File: config.mk
export PLATFORM = sky130hd
export DESIGN_NAME = decoder_3x8
export DESIGN_NICKNAME = d
export VERILOG_FILES = /design/src/rtl/decoder_3x8.sv
export SDC_FILE = /design/constraint.sdc
export NUM_CORES = 1
export LEC_CHECK = 0
export CORE_UTILIZATION = 40
export DETAILED_ROUTE_END_ITERATION = 8
export PLACE_DENSITY = 0.77
export SLEW_MARGIN = 20
export SYNTH_ARGS = -nofsm -noshare
export SYNTH_HDL_FRONTEND = slang
export SYNTH_SLANG_ARGS = --single-unit
File: constraint.sdc
create_clock -name clk -period 0.9 [get_ports clk]
set_input_delay 0.27 -clock clk [delete_from_list [all_inputs] [get_ports clk]]
set_output_delay 0.27 -clock clk [all_outputs]
set_load 0.01 [all_outputs]
File: src/rtl/decoder_3x8.sv
// 3-to-8 binary decoder with a combinational output and an
// optional registered copy (select, valid and change flags).
module decoder_3x8 #(
  parameter bit       ACTIVE_LOW_OUT = 1'b0,
  parameter bit [2:0] RESET_SEL      = 3'b000
) (
  output logic [7:0] Y,
  input  logic [2:0] s,
  input  logic       clk,
  input  logic       rst_n,
  input  logic       en,
  output logic [7:0] Y_q,
  output logic [2:0] s_q,
  output logic       valid_q,
  output logic       chg_q
);

  localparam logic [7:0] IDLE =
    ACTIVE_LOW_OUT ? 8'hFF : 8'h00;

  logic [7:0] onehot;
  logic [7:0] dec;
  logic [7:0] Y_d;
  logic [2:0] s_d;
  logic       valid_d;
  logic       chg_d;

  // Shift by an unknown amount yields all-X, never a false one-hot.
  assign onehot = 8'd1 << s;
  assign dec    = ACTIVE_LOW_OUT ? ~onehot : onehot;
  assign Y      = dec;

  always_comb begin
    Y_d     = Y_q;
    s_d     = s_q;
    valid_d = valid_q;
    chg_d   = 1'b0;
    if (en) begin
      Y_d     = dec;
      s_d     = s;
      valid_d = 1'b1;
      chg_d   = valid_q && (s != s_q);
    end
  end

  always_ff @(posedge clk or negedge rst_n) begin
    if (!rst_n) begin
      Y_q     <= IDLE;
      s_q     <= RESET_SEL;
      valid_q <= 1'b0;
      chg_q   <= 1'b0;
    end else begin
      Y_q     <= Y_d;
      s_q     <= s_d;
      valid_q <= valid_d;
      chg_q   <= chg_d;
    end
  end

endmodule

==> summary.md <==
| Metric | Value |
|---|---|
| Final min period | `1.145 ns` |
| DR vias | `481` |
| Post-route DRC | `0` |
| R2R cell count | `3` |
| Setup crit end kind | `primary output` |
| Commonest non-fill, non-tap cell in the layout | `buf_2` |
| RSZ-0062 raised after global routing | `true` |
| Psw | `0.3589 mW` |
| Die Y-Extent | `41.51 um` |
| Syn Inst Count | `42` |
| Worst skew pair latency | `0.27 ns` |
| Die Wd | `41.51 um` |
| CTS Sinks | `13` |
| Class of the most critical setup path | `in -> out` |
| Status | `finished, violations left` |
| Area of the multi-input gates | `284.0 sq um` |
| Pin count of the biggest net entering global routing | `14` |
| Slew headroom | `89.74%` |
| Seq/Total Area, Yosys | `52.10%` |
| Port-buffer cells | `26` |
| Critical-path maximum fanout | `8` |
| Yosys cell types | `13` |
| FILL cells | `97` |
| Yosys warning count | `0` |
| Clk pwr share | `26.7%` |
| GR Util met2 | `25.31%` |
| Die Area | `0.001723 sq mm` |
| Post-cts hold buffer count | `0` |
| Vias per inst | `between 4 and 5` |
| Critical path arrival | `between 0.8 and 0.9 ns` |
| Tot GR Track Use | `15.69%` |
| Final hold violation count | `0` |
| DR WL/cell | `about 14 um` |
| Standard-cell row count | `13` |
| Logic pwr share | `roughly a quarter` |
| R2R Path Start | `Y_q[6]` |
| Clock Pin Slew Worst Setup and Hold Paths | `0.09 ns` |
| Sequential Power Share | `47.2%` |
| Setup crit start | `s[0]` |
| Placed cell count | `94` |
| Root buffer cell | `clkbuf_4` |
| First-pass GRT wire length | `around 2100 um` |
| Layout cells sized above 1 | `75.00%` |
| Worst reg2reg endpoint | `Y_q[6]` |
| DP HPWL | `slightly above 900 um` |
| Max-capacitance violation count | `0` |
| Hold Path Class | `in -> async` |
| Most frequent cells in the layout | `buf_2 (20), dfrtp_1 (13), buf_4 (12)` |
| Register bit total from synthesis | `13` |
| Met1 Use GR | `21.41%` |
| CTS buffer count | `3` |
| P_leak | `around 0.55 nW` |
| Mapped Nets | `48` |
| Register area | `325.3 sq um` |
| Worst setup endpoint | `Y[6]` |
| Vias in the first global route | `462` |
| I/O Pins | `27` |
| R2r setup slk | `-0.08 ns` |
| Max frequency | `873.7 MHz` |
| Fin. max-slew vios | `0` |
| Syn Std Cell Area | `624.3 sq um` |
| Layout Skew | `about 0.0078 ns` |
| PnR worst setup slack | `-0.2446 ns` |
| Global-route met3 utilization | `between 3 and 4%` |
| Remaining antenna violation count | `0` |
| CP startpoint kind | `input port` |
| First-pass DRT Iterations | `2` |
| Global route total overflow | `0` |
| 1st-iter DRT viols | `8` |
| Final TNS setup | `-3.653 ns` |
| Initial core utilization | `45.16%` |
| Layout Cells excl Fill | `103` |
| Final Setup Violations | `23` |
| Busiest grt layer | `met2` |
| Power Density | `1355 mW/mm^2` |
| Routability congestion estimate | `about 0.69` |
| Area Overhead vs Synth | `61.32%` |
| TritonCTS clock tree | `done` |
| Tcrit/Tclk final | `127.2%` |
| Layout Nets | `95` |
| WP data required | `0.63 ns` |
| # H-tree levels | `1` |
| Slew @ Worst Pin | `between 0.15 and 0.2 ns` |
| CTS Buffer Depth | `2` |
| Pint | `1.006 mW` |
| Syn Area/Cell | `14.87 sq um` |
| Core ar. | `0.001383 sq mm` |
| Net Sw Frac | `a little over a quarter` |
| Maximum vdd ir drop | `roughly 740 uV` |
| DRT Wirelength | `1393 um` |
| Initial antenna violation count | `0` |
| Failing checks | `negative setup slack` |
| Diodes inserted | `0` |
==> per-layer routing <==
metal | wire length, um | vias up | part of all wire (%)
met5 | 0 | - | 0
met4 | 0 | 0 | 0
met3 | 83 | 0 | 6.0
met2 | 666 | 19 | 48
met1 | 644 | 225 | 46
li1 | - | 237 | -
==> logic make-up after synthesis <==
group,after synthesis,synth area share (%)
DFF,13,52.10
muxes,11,21.64
and+or+nand+nor,10,14.43
buffers and inverters,4,6.613
xor gates and xnor gates,3,4.209
AOI/OAI and AO/OA,1,1.003
==> state kept, by name, summed over array words and instances, names as in the netlist <==
signal / count
s_q: 3
valid_q: 1
chg_q: 1
Y_q: 8
==> worst min-delay path by stage <==
| stage | startpoint | to | slack [ns] | cells past startpoint |
|---|---|---|---|---|
| final | rst_n | Y_q[3] | 0.34 | 2 |
| after global routing | rst_n | Y_q[3] | 0.34 | 2 |
| after CTS | rst_n | Y_q[3] | 0.33 | 2 |
| after detailed placement | Y_q[0] | Y_q[0] | 0.50 | 1 |
| after global placement | Y_q[0] | Y_q[0] | 0.49 | 1 |
| after floorplan | rst_n | Y_q[0] | -0.03 | 0 |
==> worst max-delay path, cell delays in order <==
cell and delay (ns):
buf_6 0.09, buf_6 0.12, and3b_1 0.24, buf_2 0.14
==> cell type report <==
cell class	instances	area share [%]
Sequential cell	13	32.30
Multi-Input combinational cell	25	28.20
Timing Repair Buffer	46	35.03
Clock buffer	4	2.609
Tap cell	15	1.863
==> synth_stat cells <==
library cell | number | area (sq um)
and3b_1 | 3 | 26.28
a31oi_1 | 1 | 6.260
dfrtp_1 | 13 | 325.3
mux2_4 | 3 | 45.04
buf_6 | 3 | 33.78
nor3b_2 | 3 | 37.54
xnor2_1 | 3 | 26.28
nor3_1 | 1 | 5.000
mux2_2 | 8 | 90.09
or2_2 | 1 | 6.260
and3_4 | 1 | 11.26
nand2_1 | 1 | 3.750
buf_4 | 1 | 7.510
==> through the flow <==
stage / setup WS, ns / util [%] / hold slack, ns / total power [mW] / cell area (sq um)
2_1_floorplan: -0.07867 / - / -0.02559 / 0.8077 / 636.9
3_3_place_gp: -1.103 / 72.04 / 0.4914 / 1.006 / 996.0
3_5_place_dp: -1.111 / 72.04 / 0.4961 / 1.015 / 996.0
4_1_cts: -0.2370 / 69.68 / 0.3301 / 1.344 / 963.4
5_1_grt: -0.2753 / 72.85 / 0.3374 / 1.431 / 1007
6_report: -0.2446 / 72.85 / 0.3358 / 1.365 / 1007
==> power groups by stage <==
stage | combinational (mW) | sequential [mW] | clock (mW)
after floorplan | 0.130 | 0.677 | 0
after global placement | 0.354 | 0.651 | 0
after detailed placement | 0.362 | 0.653 | 0
after CTS | 0.332 | 0.640 | 0.371
after global routing | 0.381 | 0.649 | 0.401
final | 0.355 | 0.644 | 0.365
==> repair_timing <==
action,4_1_cts,5_1_grt
pin swaps,5,1
setup buffers,6,8
resized for setup,108,8
setup endpoints to repair,34,29
Note: power is estimated with default switching activity, not from simulation.
